**config.mk**
```make
export PLATFORM = sky130hd
export DESIGN_NAME = vram_arbiter_flat
export DESIGN_NICKNAME = d
export VERILOG_FILES = /design/src/rtl/vram_arbiter_if.sv /design/src/rtl/vram_arbiter.sv /design/src/flat_wrapper.sv
export SDC_FILE = /design/constraint.sdc
export NUM_CORES = 1
export LEC_CHECK = 0
export ABC_AREA = 1
export CAP_MARGIN = 20
export CORE_MARGIN = 3
export CORE_UTILIZATION = 50
export CTS_BUF_LIST = sky130_fd_sc_hd__clkbuf_16
export CTS_CLUSTER_DIAMETER = 30
export CTS_CLUSTER_SIZE = 20
export DETAILED_ROUTE_END_ITERATION = 8
export PLACE_DENSITY = 0.8
export SETUP_SLACK_MARGIN = 0.3
export SYNTH_ARGS = -nofsm -noshare
export SYNTH_HDL_FRONTEND = slang
export SYNTH_SLANG_ARGS = --single-unit
```
**constraint.sdc**
```tcl
create_clock -name clk -period 2.5 [get_ports clk]
set_input_delay 0.5 -clock clk [delete_from_list [all_inputs] [get_ports clk]]
set_output_delay 0.5 -clock clk [all_outputs]
set_load 0.02 [all_outputs]
```
**src/rtl/vram_arbiter_if.sv**
```systemverilog
// Bundle of the ISA-side, display-side and SRAM-side signals around the VRAM arbiter.
interface vram_arbiter_if #(
    parameter int unsigned ADDR_WIDTH = 19
);
    logic                  isa_read;
    logic                  isa_write;
    logic [ADDR_WIDTH-1:0] isa_addr;
    logic [7:0]            isa_din;
    logic [7:0]            isa_dout;
    logic                  bus_rdy;
    logic                  slot;
    logic                  pixel_read;
    logic [ADDR_WIDTH-1:0] pixel_addr;
    logic [7:0]            pixel_data;
    logic                  pixel_valid;
    logic [ADDR_WIDTH-1:0] ram_a;
    logic [7:0]            ram_dout;
    logic                  ram_oe;
    logic [7:0]            ram_din;
    logic                  ram_we_l;

    // System side: ISA decode, sequencer, display fetch and the SRAM pins.
    modport master (
        output isa_read, isa_write, isa_addr, isa_din, slot, pixel_read, pixel_addr, ram_din,
        input  isa_dout, bus_rdy, pixel_data, pixel_valid, ram_a, ram_dout, ram_oe, ram_we_l
    );

    // Arbiter side.
    modport slave (
        input  isa_read, isa_write, isa_addr, isa_din, slot, pixel_read, pixel_addr, ram_din,
        output isa_dout, bus_rdy, pixel_data, pixel_valid, ram_a, ram_dout, ram_oe, ram_we_l
    );
endinterface

```
**src/rtl/vram_arbiter.sv**
```systemverilog
// Shares the single video SRAM port between display fetch (always first) and the ISA CPU.
// CPU writes are posted into a small FIFO; CPU reads stall the bus until data returns.
module vram_arbiter #(
    parameter int unsigned ADDR_WIDTH   = 19,
    parameter int unsigned WFIFO_DEPTH  = 4,
    parameter bit          USE_BUS_WAIT = 1'b1
) (
    input logic           clk,
    input logic           rst_l,
    vram_arbiter_if.slave bus
);
    localparam int unsigned PTR_W = (WFIFO_DEPTH > 1) ? $clog2(WFIFO_DEPTH) : 1;
    localparam int unsigned CNT_W = PTR_W + 1;

    localparam logic [1:0] IDLE    = 2'd0;
    localparam logic [1:0] RD_REQ  = 2'd1;
    localparam logic [1:0] RD_CAP  = 2'd2;
    localparam logic [1:0] RD_DONE = 2'd3;

    typedef struct packed {
        logic [ADDR_WIDTH-1:0] addr;
        logic [7:0]            data;
    } wr_entry_t;

    logic [1:0]            state;
    logic [1:0]            state_next;
    logic                  wr_d;
    logic                  rd_d;
    wr_entry_t             fifo [WFIFO_DEPTH];
    logic [PTR_W-1:0]      wptr;
    logic [PTR_W-1:0]      rptr;
    logic [CNT_W-1:0]      count;
    logic                  pend_valid;
    wr_entry_t             pend;
    logic [ADDR_WIDTH-1:0] rd_addr;
    logic                  pix_cap;
    logic                  bus_rdy_q;
    logic [ADDR_WIDTH-1:0] ram_a_q;
    logic [7:0]            ram_dout_q;
    logic                  ram_oe_q;
    logic                  ram_we_l_q;
    logic [7:0]            isa_dout_q;
    logic [7:0]            pixel_data_q;
    logic                  pixel_valid_q;

    logic                  wr_edge_c;
    logic                  rd_edge_c;
    logic                  full_c;
    logic                  empty_c;
    logic                  push_c;
    logic                  pop_c;
    logic                  grant_rd_c;
    logic                  pend_set_c;
    logic                  pend_clr_c;
    logic                  pend_next_c;
    wr_entry_t             push_entry_c;

    // Edge detection, FIFO push/pop decisions, grant priority and read FSM next state.
    always_comb begin
        wr_edge_c         = bus.isa_write & ~wr_d;
        rd_edge_c         = bus.isa_read & ~rd_d;
        full_c            = (count == CNT_W'(WFIFO_DEPTH));
        empty_c           = (count == '0);
        push_c            = 1'b0;
        pend_set_c        = 1'b0;
        pend_clr_c        = 1'b0;
        push_entry_c.addr = bus.isa_addr;
        push_entry_c.data = bus.isa_din;
        state_next        = state;

        // A stalled write takes the push slot first; the CPU cannot issue another meanwhile.
        if (pend_valid) begin
            if (!full_c) begin
                push_c       = 1'b1;
                push_entry_c = pend;
                pend_clr_c   = 1'b1;
            end
        end else if (wr_edge_c) begin
            if (!full_c) begin
                push_c = 1'b1;
            end else begin
                pend_set_c = 1'b1;
            end
        end
        pend_next_c = (pend_valid & ~pend_clr_c) | pend_set_c;

        // Reads wait for every posted write (FIFO and stall register) so the CPU sees its own data.
        pop_c      = ~bus.pixel_read & bus.slot & ~empty_c;
        grant_rd_c = ~bus.pixel_read & bus.slot & empty_c & ~pend_valid & (state == RD_REQ);

        case (state)
            IDLE:    if (rd_edge_c) state_next = RD_REQ;
            RD_REQ:  if (grant_rd_c) state_next = RD_CAP;
            RD_CAP:  state_next = RD_DONE;
            RD_DONE: if (!bus.isa_read) state_next = IDLE;
            default: state_next = IDLE;
        endcase
    end

    // Read FSM state register.
    always_ff @(posedge clk or negedge rst_l) begin
        if (!rst_l) begin
            state <= IDLE;
        end else begin
            state <= state_next;
        end
    end

    // Request edge detectors, read address latch and the stalled-write register.
    always_ff @(posedge clk or negedge rst_l) begin
        if (!rst_l) begin
            wr_d       <= 1'b0;
            rd_d       <= 1'b0;
            rd_addr    <= '0;
            pend_valid <= 1'b0;
            pend       <= '0;
        end else begin
            wr_d       <= bus.isa_write;
            rd_d       <= bus.isa_read;
            pend_valid <= pend_next_c;
            if (state == IDLE && rd_edge_c) rd_addr <= bus.isa_addr;
            if (pend_set_c) begin
                pend.addr <= bus.isa_addr;
                pend.data <= bus.isa_din;
            end
        end
    end

    // Posted-write FIFO pointers and occupancy.
    always_ff @(posedge clk or negedge rst_l) begin
        if (!rst_l) begin
            wptr  <= '0;
            rptr  <= '0;
            count <= '0;
        end else begin
            if (push_c) wptr <= wptr + PTR_W'(1);
            if (pop_c)  rptr <= rptr + PTR_W'(1);
            if (push_c && !pop_c)      count <= count + CNT_W'(1);
            else if (pop_c && !push_c) count <= count - CNT_W'(1);
        end
    end

    // Posted-write FIFO storage; contents are meaningless while the count says empty.
    always_ff @(posedge clk) begin
        if (push_c) fifo[wptr] <= push_entry_c;
    end

    // SRAM port, display return data, CPU read data and ISA ready.
    always_ff @(posedge clk or negedge rst_l) begin
        if (!rst_l) begin
            ram_a_q       <= '0;
            ram_dout_q    <= '0;
            ram_oe_q      <= 1'b0;
            ram_we_l_q    <= 1'b1;
            pix_cap       <= 1'b0;
            pixel_data_q  <= '0;
            pixel_valid_q <= 1'b0;
            isa_dout_q    <= '0;
            bus_rdy_q     <= 1'b1;
        end else begin
            ram_we_l_q    <= 1'b1;
            ram_oe_q      <= 1'b0;
            pix_cap       <= 1'b0;
            pixel_valid_q <= pix_cap;
            if (pix_cap) pixel_data_q <= bus.ram_din;
            if (bus.pixel_read) begin
                ram_a_q <= bus.pixel_addr;
                pix_cap <= 1'b1;
            end else if (pop_c) begin
                ram_a_q    <= fifo[rptr].addr;
                ram_dout_q <= fifo[rptr].data;
                ram_oe_q   <= 1'b1;
                ram_we_l_q <= 1'b0;
            end else if (grant_rd_c) begin
                ram_a_q <= rd_addr;
            end
            if (state == RD_CAP) isa_dout_q <= bus.ram_din;
            bus_rdy_q <= ~((state_next == RD_REQ) | (state_next == RD_CAP) | pend_next_c);
        end
    end

    assign bus.ram_a       = ram_a_q;
    assign bus.ram_dout    = ram_dout_q;
    assign bus.ram_oe      = ram_oe_q;
    assign bus.ram_we_l    = ram_we_l_q;
    assign bus.pixel_data  = pixel_data_q;
    assign bus.pixel_valid = pixel_valid_q;
    assign bus.isa_dout    = isa_dout_q;
    assign bus.bus_rdy     = USE_BUS_WAIT ? bus_rdy_q : 1'b1;
endmodule
```
**src/flat_wrapper.sv**
```systemverilog
// flat-port wrapper written by rule: the top's interface ports become plain ports
module vram_arbiter_flat 
#(
    parameter int unsigned ADDR_WIDTH   = 19,
    parameter int unsigned WFIFO_DEPTH  = 4,
    parameter bit          USE_BUS_WAIT = 1'b1
)
  (clk, rst_l, bus_isa_read, bus_isa_write, bus_isa_addr, bus_isa_din, bus_slot, bus_pixel_read, bus_pixel_addr, bus_ram_din, bus_isa_dout, bus_bus_rdy, bus_pixel_data, bus_pixel_valid, bus_ram_a, bus_ram_dout, bus_ram_oe, bus_ram_we_l);
  vram_arbiter_if #(.ADDR_WIDTH(ADDR_WIDTH)) bus_i ();
  input logic clk;
  input logic rst_l;
  input wire logic [$bits(bus_i.isa_read)-1:0] bus_isa_read;
  input wire logic [$bits(bus_i.isa_write)-1:0] bus_isa_write;
  input wire logic [$bits(bus_i.isa_addr)-1:0] bus_isa_addr;
  input wire logic [$bits(bus_i.isa_din)-1:0] bus_isa_din;
  input wire logic [$bits(bus_i.slot)-1:0] bus_slot;
  input wire logic [$bits(bus_i.pixel_read)-1:0] bus_pixel_read;
  input wire logic [$bits(bus_i.pixel_addr)-1:0] bus_pixel_addr;
  input wire logic [$bits(bus_i.ram_din)-1:0] bus_ram_din;
  output wire logic [$bits(bus_i.isa_dout)-1:0] bus_isa_dout;
  output wire logic [$bits(bus_i.bus_rdy)-1:0] bus_bus_rdy;
  output wire logic [$bits(bus_i.pixel_data)-1:0] bus_pixel_data;
  output wire logic [$bits(bus_i.pixel_valid)-1:0] bus_pixel_valid;
  output wire logic [$bits(bus_i.ram_a)-1:0] bus_ram_a;
  output wire logic [$bits(bus_i.ram_dout)-1:0] bus_ram_dout;
  output wire logic [$bits(bus_i.ram_oe)-1:0] bus_ram_oe;
  output wire logic [$bits(bus_i.ram_we_l)-1:0] bus_ram_we_l;
  assign bus_i.isa_read = bus_isa_read;
  assign bus_i.isa_write = bus_isa_write;
  assign bus_i.isa_addr = bus_isa_addr;
  assign bus_i.isa_din = bus_isa_din;
  assign bus_i.slot = bus_slot;
  assign bus_i.pixel_read = bus_pixel_read;
  assign bus_i.pixel_addr = bus_pixel_addr;
  assign bus_i.ram_din = bus_ram_din;
  assign bus_isa_dout = bus_i.isa_dout;
  assign bus_bus_rdy = bus_i.bus_rdy;
  assign bus_pixel_data = bus_i.pixel_data;
  assign bus_pixel_valid = bus_i.pixel_valid;
  assign bus_ram_a = bus_i.ram_a;
  assign bus_ram_dout = bus_i.ram_dout;
  assign bus_ram_oe = bus_i.ram_oe;
  assign bus_ram_we_l = bus_i.ram_we_l;
  vram_arbiter #(.ADDR_WIDTH(ADDR_WIDTH), .WFIFO_DEPTH(WFIFO_DEPTH), .USE_BUS_WAIT(USE_BUS_WAIT)) u_core (.clk(clk), .rst_l(rst_l), .bus(bus_i));
endmodule
```
==> run_summary.xml, run 1 <==
<?xml version="1.0" encoding="UTF-8"?>
<metrics>
  <group name="timing">
    <metric name="worst-slew-pin-transition" unit="ps">703.0</metric>
    <metric name="rsz0062_at_grt" unit="">yes</metric>
    <metric name="min_period_over_period" unit="">0.8486</metric>
    <metric name="sum_of_negative_setup_slack" unit="ps">0</metric>
    <metric name="fmax" unit="MHz">471.4</metric>
    <metric name="hold_viol_final" unit="">0</metric>
    <metric name="clock-skew-final" unit="ps">16.20</metric>
    <metric name="slew_viol_final" unit="">0</metric>
    <metric name="min_period" unit="ps">2121</metric>
    <metric name="max_slew_margin" unit="">0.5306</metric>
    <metric name="final-setup-viol-count" unit="">0</metric>
    <metric name="whs" unit="ps">370.0</metric>
  </group>
  <group name="routing">
    <metric name="total_wire_length_after_detailed_routing" unit="mm">22.45</metric>
    <metric name="route.detailed.drc" unit="">0</metric>
    <metric name="wl_met2" unit="mm">11.04</metric>
    <metric name="drt-initial-drc-count" unit="">678</metric>
    <metric name="highest_layer" unit="">met4</metric>
    <metric name="wirelength_met1" unit="mm">9.011</metric>
    <metric name="detail_route.first_pass.iterations" unit="">7</metric>
    <metric name="drt-vias-per-instance" unit="">5.323</metric>
    <metric name="wl_met3" unit="mm">1.768</metric>
    <metric name="vias" unit="">6962</metric>
    <metric name="antenna_left" unit="">0</metric>
    <metric name="detail_route.wl_per_cell" unit="um">17.17</metric>
  </group>
  <group name="placement">
    <metric name="detailed_place_hpwl" unit="mm">12.88</metric>
    <metric name="placedCellCount" unit="">1235</metric>
    <metric name="finalWeightedCongestion" unit="">0.7620</metric>
    <metric name="port_buffers" unit="">106</metric>
  </group>
  <group name="synthesis">
    <metric name="syn_area_per_cell" unit="um^2">9.838</metric>
    <metric name="ys.flop_type" unit="">edfxtp_1</metric>
    <metric name="number_of_synthesized_register_bits" unit="">214</metric>
    <metric name="yosysMostFrequentCell" unit="">nand2_1</metric>
    <metric name="synthTopCellsByCount" unit="">306 x nand2_1, 108 x edfxtp_1, 104 x dfrtp_1</metric>
    <metric name="syn_inst" unit="">918</metric>
    <metric name="synth_cell_types" unit="">32</metric>
    <metric name="netlist.top_cell.by_area" unit="">edfxtp_1</metric>
    <metric name="synth_net_count" unit="">984</metric>
    <metric name="synthesis.yosys.warnings" unit="">0</metric>
    <metric name="yosysTopAreaCellShare" unit="">0.3591</metric>
    <metric name="number_of_enable_type_register_cells_in_the_synthesized_netlist" unit="">108</metric>
    <metric name="synthTopCellsByArea" unit="">edfxtp_1 36%, dfrtp_1 29%, nand2_1 13%</metric>
    <metric name="synthesis.area" unit="mm^2">0.009031</metric>
    <metric name="yosysSeqAreaShare" unit="">0.6531</metric>
    <metric name="async_reset_ff_frac" unit="">0.4953</metric>
  </group>
  <group name="cells_and_area">
    <metric name="final_util" unit="">0.6758</metric>
    <metric name="instances_no_fill" unit="">1308</metric>
    <metric name="finalNetCount" unit="">1119</metric>
    <metric name="n_fill_cell" unit="">1219</metric>
    <metric name="multi_input_area" unit="mm^2">0.002690</metric>
    <metric name="register_area" unit="mm^2">0.005899</metric>
    <metric name="post_route_cells_drive_above_1_share" unit="">0.1173</metric>
    <metric name="diodes" unit="">0</metric>
    <metric name="area_delta_synth_final" unit="%">30.78</metric>
  </group>
  <group name="clock_network">
    <metric name="cts.reportedPaths.clkPinSlew" unit="ps">50</metric>
    <metric name="cts.sink_count" unit="">214</metric>
    <metric name="cts_max_path_buffers" unit="">3</metric>
    <metric name="tritoncts.num_buffers" unit="">39</metric>
    <metric name="clock_insertion_delay_worst_skew" unit="ps">510</metric>
    <metric name="htreeDepth" unit="">2</metric>
    <metric name="ctsRootBufferMaster" unit="">clkbuf_16</metric>
    <metric name="tritoncts" unit="">done</metric>
  </group>
  <group name="critical_path">
    <metric name="reg2reg_to" unit="">u_core.count[2]$_DFFE_PN0P_</metric>
    <metric name="worst-path-buf-inv" unit="">1</metric>
    <metric name="critPathArrivalTime" unit="ps">1620</metric>
    <metric name="critPathRequiredTime" unit="ps">2000</metric>
    <metric name="worstSetupEndpointType" unit="">output port</metric>
    <metric name="type_of_origin_of_the_critical_path" unit="">flip-flop</metric>
    <metric name="timing.reg2reg.setup_slack" unit="ps">420</metric>
    <metric name="worst_r2r_path_depth" unit="">11</metric>
    <metric name="worstPathCellList" unit="">clkdlybuf4s50_1</metric>
    <metric name="rr_startpoint" unit="">u_core.wr_d$_DFF_PN0_</metric>
    <metric name="setup.worst_path.class" unit="">reg2out</metric>
    <metric name="slowest_delay" unit="ps">600</metric>
    <metric name="slowest_stage" unit="">clkdlybuf4s50_1</metric>
    <metric name="critical-path-top-delay-family" unit="">buffers and inverters</metric>
    <metric name="path_max_fanout" unit="">1</metric>
  </group>
  <group name="pwr">
    <metric name="p_int" unit="W">0.009833</metric>
    <metric name="power.share.clock" unit="">0.367</metric>
    <metric name="power.share.switching" unit="">0.3305</metric>
    <metric name="pwr_density_cell" unit="mW/mm^2">1244</metric>
    <metric name="static-leakage-power" unit="nW">5.297</metric>
    <metric name="net-switching-power" unit="W">0.004855</metric>
    <metric name="combinationalPowerShare" unit="">0.275</metric>
    <metric name="peakVddDrop" unit="mV">0.8683</metric>
    <metric name="share_seq_of_total_power" unit="">0.359</metric>
    <metric name="total_power" unit="W">0.01469</metric>
  </group>
  <group name="floorplan">
    <metric name="die_area" unit="mm^2">0.01971</metric>
    <metric name="core_area" unit="mm^2">0.01748</metric>
    <metric name="io-pin-count" unit="">107</metric>
    <metric name="row_count" unit="">48</metric>
    <metric name="floorplan.die.height" unit="um">140.4</metric>
    <metric name="effective_utilization_at_floorplan" unit="">0.5168</metric>
    <metric name="die_w" unit="um">140.4</metric>
  </group>
  <group name="global_route">
    <metric name="antenna_violations_before_repair" unit="">0</metric>
    <metric name="global_route.overflow_total" unit="">0</metric>
    <metric name="first_global_vias" unit="">7098</metric>
    <metric name="gr-usage-all-layers" unit="">0.2245</metric>
    <metric name="global_route_wire_length_before_repair" unit="mm">35.36</metric>
    <metric name="grt_start_max_net_pins" unit="">65</metric>
  </group>
  <group name="run">
    <metric name="drv_cap" unit="">0</metric>
  </group>
  <group name="min_path">
    <metric name="hold_class" unit="">in2async</metric>
  </group>
  <group name="status">
    <metric name="outcome" unit="">finished clean</metric>
  </group>
</metrics>
power by group through the flow:
| stage | Sequential (W) | Clock (W) | Combinational (W) |
|---|---|---|---|
| after global routing | 0.00537 | 0.00562 | 0.00448 |
| after CTS | 0.00526 | 0.00544 | 0.00403 |
| final | 0.00527 | 0.00538 | 0.00404 |
| after detailed placement | 0.00529 | 0 | 0.00394 |
| after global placement | 0.00525 | 0 | 0.00381 |
| after floorplan | 0.00554 | 0 | 0.00217 |
flip-flops by register name (all words and copies together), names as in the netlist:
| signal | cells |
|---|---|
| u_core.state | 2 |
| u_core.bus.ram_we_l | 1 |
| u_core.pend | 27 |
| u_core.bus.ram_a | 19 |
| u_core.rd_d | 1 |
| u_core.rptr | 2 |
| u_core.count | 3 |
| u_core.bus.pixel_data | 8 |
| u_core.rd_addr | 19 |
| u_core.pend_valid | 1 |
| u_core.bus.isa_dout | 8 |
| u_core.wr_d | 1 |
| u_core.wptr | 2 |
| u_core.bus.bus_rdy | 1 |
| u_core.bus.pixel_valid | 1 |
| u_core.pix_cap | 1 |
| u_core.bus.ram_dout | 8 |
| u_core.bus.ram_oe | 1 |
| u_core.fifo | 108 |
cells by family after synthesis:
| group | count (synthesis) | share of synthesized area |
|---|---|---|
| AND/OR/NAND/NOR | 463 | 0.2086 |
| flip-flops | 214 | 0.6531 |
| AO/OA/AOI/OAI | 115 | 0.06622 |
| buffers and inverters | 111 | 0.05279 |
| adder cells (fa/ha/maj) | 6 | 0.009144 |
| multiplexers | 5 | 0.006234 |
| XOR/XNOR | 4 | 0.003880 |
worst register-to-register path, delay by kind of cell, from the launching register on:
family,cells,cell delay [ps]
adders and majority gates,2,560
buffers and inverters,3,360
DFF,1,360
AOI/OAI and AO/OA,2,280
and+or+nand+nor,3,240
xor gates and xnor gates,1,160
per-stage QoR:
stage | area [um^2] | setup WS, ps
6_report | 11810 | 378.6
5_1_grt | 11810 | 265.6
4_1_cts | 11790 | 362.2
3_5_place_dp | 10420 | 31.46
3_3_place_gp | 10420 | 66.94
2_1_floorplan | 9031 | 187.8
worst max-delay path by stage:
stage                                   from                     endpoint  depth (start not counted)
5_1_grt                u_core.wr_d$_DFF_PN0_  u_core.count[2]$_DFFE_PN0P_                         11
3_3_place_gp                  bus_pixel_read  u_core.count[2]$_DFFE_PN0P_                         11
4_1_cts        u_core.bus.ram_we_l$_DFF_PN1_                 bus_ram_we_l                          1
6_report       u_core.bus.ram_we_l$_DFF_PN1_                 bus_ram_we_l                          1
2_1_floorplan                  bus_isa_write  u_core.fifo[0][0]$_DFFE_PP_                          4
3_5_place_dp                  bus_pixel_read  u_core.count[2]$_DFFE_PN0P_                         11
area by class of cell:
| class | instances | share of cell area |
|---|---|---|
| Sequential cell | 214 | 0.4995 |
| Inverter | 68 | 0.02182 |
| Tap cell | 225 | 0.02383 |
| Clock inverter | 30 | 0.02818 |
| Clock buffer | 41 | 0.08686 |
| Multi-Input combinational cell | 594 | 0.2278 |
| Timing Repair Buffer | 136 | 0.1121 |
per-layer routing:
metal,track usage,vias to the layer above
met5,0,-
met3,0.04404,59
met1,0.2950,3317
met2,0.3732,320
li1,-,3266
met4,0.08210,0
layout by cell type (no fill, tap or decap):
cell	count
edfxtp_1	108
clkbuf_16	41
nand2_1	305
o21ai_0	66
dfrtp_1	103
nand2_2	2
bufinv_16	5
xnor2_1	1
nand3_4	1
fa_1	1
clkinv_4	7
dfrtp_2	1
nand3_1	53
inv_6	8
buf_12	3
mux2_2	5
a21oi_4	1
dlygate4sd3_1	1
inv_8	1
a21oi_1	35
nor3_2	1
clkdlybuf4s50_1	105
inv_1	63
nor2_4	2
o21ai_1	4
ha_1	5
inv_4	1
xor2_1	3
buf_4	27
clkinv_1	4
inv_2	4
nor2_2	5
a31oi_1	9
nand2_4	3
dfstp_2	2
nor2_1	90
clkinv_2	5
nand4_4	2
timing repair:
action | in CTS | in global routing
buffers inserted | 0 | 0
hold endpoints to repair | 8 | 0
endpoints found under the setup margin | 0 | 9
hold buffers | 1 | 0
gates resized for setup | 0 | 1
Power figures use the tool's default switching activity.
==> inputs of run 2 (changes only) <==
==> constraint.sdc (replaced) <==
create_clock -name clk -period 1.8 [get_ports clk]
set_input_delay 0.36 -clock clk [delete_from_list [all_inputs] [get_ports clk]]
set_output_delay 0.36 -clock clk [all_outputs]
set_load 0.02 [all_outputs]
==> run 2 against run 1 <==
The flow now finishes with violations (setup timing); non-clock buffer count increased by 64; flip-flop and latch count unchanged; total power increased by 47%; sequential share of layout area decreased by 4.7 points; core utilization increased by 6.9 points; global-route usage increased by 2.9 points; clock-buffer cell count decreased by 1; first-iteration DRC count increased by 47%; final cell count increased by 5.1%; worst setup slack got worse by 430 ps; critical path type is now reg2reg; largest cell class unchanged.
==> run_summary.xml, run 2 (synthesized netlist as in run 1, its figures left out) <==
<?xml version="1.0" encoding="UTF-8"?>
<metrics>
  <group name="cells_and_area">
    <metric name="largest_reg_flops" unit="">108</metric>
    <metric name="instances_no_fill" unit="">1375</metric>
    <metric name="diodes" unit="">0</metric>
    <metric name="leading_cell_types_in_the_layout_fill_and_taps_excluded" unit="">262 x nand2_1, 108 x edfxtp_1, 104 x dfrtp_1</metric>
    <metric name="finalNetCount" unit="">1184</metric>
    <metric name="post_route_cells_drive_above_1_share" unit="">0.2826</metric>
    <metric name="top_regs" unit="">u_core.fifo (108), u_core.pend (27)</metric>
    <metric name="largest-register" unit="">u_core.fifo</metric>
    <metric name="area_delta_synth_final" unit="%">44.18</metric>
    <metric name="final_common_cell" unit="">nand2_1</metric>
    <metric name="n_fill_cell" unit="">1014</metric>
    <metric name="final_util" unit="">0.7451</metric>
  </group>
  <group name="routing">
    <metric name="drt-initial-drc-count" unit="">1000</metric>
    <metric name="detail_route.wl_per_cell" unit="um">21.84</metric>
    <metric name="drt-vias-per-instance" unit="">5.730</metric>
    <metric name="route.detailed.drc" unit="">0</metric>
    <metric name="detail_route.first_pass.iterations" unit="">5</metric>
    <metric name="total_wire_length_after_detailed_routing" unit="mm">30.02</metric>
    <metric name="vias" unit="">7879</metric>
    <metric name="antenna_left" unit="">0</metric>
  </group>
  <group name="floorplan">
    <metric name="effective_utilization_at_floorplan" unit="">0.5168</metric>
    <metric name="die_w" unit="um">140.4</metric>
    <metric name="floorplan.die.height" unit="um">140.4</metric>
    <metric name="io-pin-count" unit="">107</metric>
    <metric name="core_area" unit="mm^2">0.01748</metric>
    <metric name="die_area" unit="mm^2">0.01971</metric>
    <metric name="row_count" unit="">48</metric>
  </group>
  <group name="status">
    <metric name="outcome" unit="">finished with violations</metric>
    <metric name="violations" unit="">setup timing</metric>
  </group>
  <group name="critical_path">
    <metric name="worst_setup_path_startpoint" unit="">u_core.count[1]$_DFFE_PN0P_</metric>
    <metric name="worstPathCellList" unit="">nor2_4 -&gt; nand2_4 -&gt; nand2_4 -&gt; inv_4 -&gt; ha_4 -&gt; inv_4 -&gt; fa_2 -&gt; mux2_4</metric>
    <metric name="path_max_fanout" unit="">3</metric>
    <metric name="critPathRequiredTime" unit="ps">2200</metric>
    <metric name="slowest_delay" unit="ps">430</metric>
    <metric name="setup.worst_path.class" unit="">reg2reg</metric>
    <metric name="rr_startpoint" unit="">u_core.count[1]$_DFFE_PN0P_</metric>
    <metric name="worstSetupEndpointType" unit="">flip-flop</metric>
    <metric name="type_of_origin_of_the_critical_path" unit="">flip-flop</metric>
    <metric name="critPathArrivalTime" unit="ps">2250</metric>
    <metric name="slowest_stage" unit="">fa_2</metric>
  </group>
  <group name="min_path">
    <metric name="hold_class" unit="">in2async</metric>
  </group>
  <group name="global_route">
    <metric name="gr-usage-all-layers" unit="">0.2537</metric>
    <metric name="global_route_wire_length_before_repair" unit="mm">39.34</metric>
    <metric name="first_global_vias" unit="">7488</metric>
    <metric name="antenna_violations_before_repair" unit="">0</metric>
    <metric name="grt_start_max_net_pins" unit="">56</metric>
    <metric name="global_route.overflow_total" unit="">0</metric>
  </group>
  <group name="pwr">
    <metric name="power.share.switching" unit="">0.3691</metric>
    <metric name="p_int" unit="W">0.01364</metric>
    <metric name="peakVddDrop" unit="mV">1.174</metric>
    <metric name="combinationalPowerShare" unit="">0.333</metric>
    <metric name="net-switching-power" unit="W">0.007979</metric>
    <metric name="static-leakage-power" unit="nW">5.892</metric>
    <metric name="pwr_density_cell" unit="mW/mm^2">1660</metric>
    <metric name="total_power" unit="W">0.02162</metric>
    <metric name="share_seq_of_total_power" unit="">0.344</metric>
    <metric name="power.share.clock" unit="">0.324</metric>
  </group>
  <group name="timing">
    <metric name="slew_viol_final" unit="">0</metric>
    <metric name="min_period" unit="ps">1848</metric>
    <metric name="max_slew_margin" unit="">0.7112</metric>
    <metric name="final-setup-viol-count" unit="">10</metric>
    <metric name="final_critical_path_setup_slack" unit="ps">-47.83</metric>
    <metric name="min_period_over_period" unit="">1.027</metric>
    <metric name="worst-slew-pin-transition" unit="ps">428.7</metric>
    <metric name="hold_viol_final" unit="">0</metric>
    <metric name="fmax" unit="MHz">541.2</metric>
    <metric name="rsz0062_at_grt" unit="">yes</metric>
    <metric name="clock-skew-final" unit="ps">24.70</metric>
  </group>
  <group name="clock_network">
    <metric name="cts.reportedPaths.clkPinSlew" unit="ps">50</metric>
    <metric name="htreeDepth" unit="">2</metric>
    <metric name="clock_insertion_delay_worst_skew" unit="ps">540</metric>
    <metric name="tritoncts" unit="">done</metric>
    <metric name="ctsRootBufferMaster" unit="">clkbuf_16</metric>
    <metric name="cts.sink_count" unit="">214</metric>
    <metric name="cts_max_path_buffers" unit="">3</metric>
    <metric name="tritoncts.num_buffers" unit="">40</metric>
  </group>
  <group name="placement">
    <metric name="port_buffers" unit="">106</metric>
    <metric name="detailed_place_hpwl" unit="mm">13.77</metric>
    <metric name="finalWeightedCongestion" unit="">0.8460</metric>
    <metric name="placedCellCount" unit="">1258</metric>
  </group>
  <group name="run">
    <metric name="drv_cap" unit="">0</metric>
  </group>
</metrics>
## run 2: cell count changes in the layout (fill, tap and decap cells not counted), moves of 15 or more
cell,before,now
buf_2,0,45
o21ai_1,4,19
buf_6,0,19
nand2_1,305,262
clkdlybuf4s50_1,105,58
a21oi_2,0,17
buf_12,3,19
o21ai_0,66,50
a21oi_1,35,8
nand2_2,2,29
## run 2: power groups by stage
| stage | Sequential, W | Combinational (W) | Clock [W] |
|---|---|---|---|
| floorplan | 0.00770 | 0.00306 | 0 |
| global placement | 0.00730 | 0.00567 | 0 |
| detailed placement | 0.00734 | 0.00585 | 0 |
| CTS | 0.00730 | 0.00615 | 0.00695 |
| global route | 0.00753 | 0.00771 | 0.00725 |
| finish | 0.00743 | 0.00720 | 0.00700 |
## run 2: worst paths after layout
kind	end	slack, ps	cells after the start
max in group asynchronous	u_core.pend[18]$_DFFE_PN0P_	870	3
min in group clk	u_core.rd_d$_DFF_PN0_	390	1
min	u_core.bus.ram_dout[2]$_DFFE_PN0P_	300	2
min reg2reg	u_core.bus.isa_dout[5]$_DFFE_PN0N_	480	2
max	u_core.count[1]$_DFFE_PN0P_	-50	8
max reg2reg	u_core.count[1]$_DFFE_PN0P_	-50	8
## run 2: critical path, delay by kind of cell (launching register included)
family	cells	cell delay (ps)
muxes	1	280
adders and majority gates	2	580
and+or+nand+nor	3	390
buffers and inverters	2	90
DFF	1	400
## run 2: per-stage QoR
stage               TNS (ps)  setup WS (ps)  cell area [um^2]  hold WS, ps
floorplan              -1621         -23.43              9070        64.41
global placement      -13700         -295.9             10740        310.2
detailed placement    -17120         -324.4             10740        310.7
CTS                        0          24.41             12340        307.2
global route           -1486         -109.7             13020        337.0
finish                -246.1         -47.83             13020        303.8
## run 2: cell type report
cell class / instances / area (um^2) / area share
clock inverters: 34 / 270.3 / 0.02076
well taps: 225 / 281.5 / 0.02162
clock buffers: 40 / 1001 / 0.07687
inverters: 68 / 271.5 / 0.02085
flip-flops and latches: 214 / 5898 / 0.4530
repair buffers: 200 / 2118 / 0.1627
multi-input cells: 594 / 3181 / 0.2443
## run 2: layer usage
layer,up-vias,global-route usage,routed length (um)
met3,150,0.06350,3399
met1,3721,0.3200,10430
li1,3416,-,-
met5,-,0,0
met2,592,0.4156,14420
met4,0,0.1142,1776
## run 2: timing repair
action,in CTS,in global routing
gates resized for setup,252,124
hold endpoints to repair,22,0
hold buffers,1,0
setup buffers,14,11
gates cloned,7,10
pin swaps,23,30
endpoints found under the setup margin,223,277
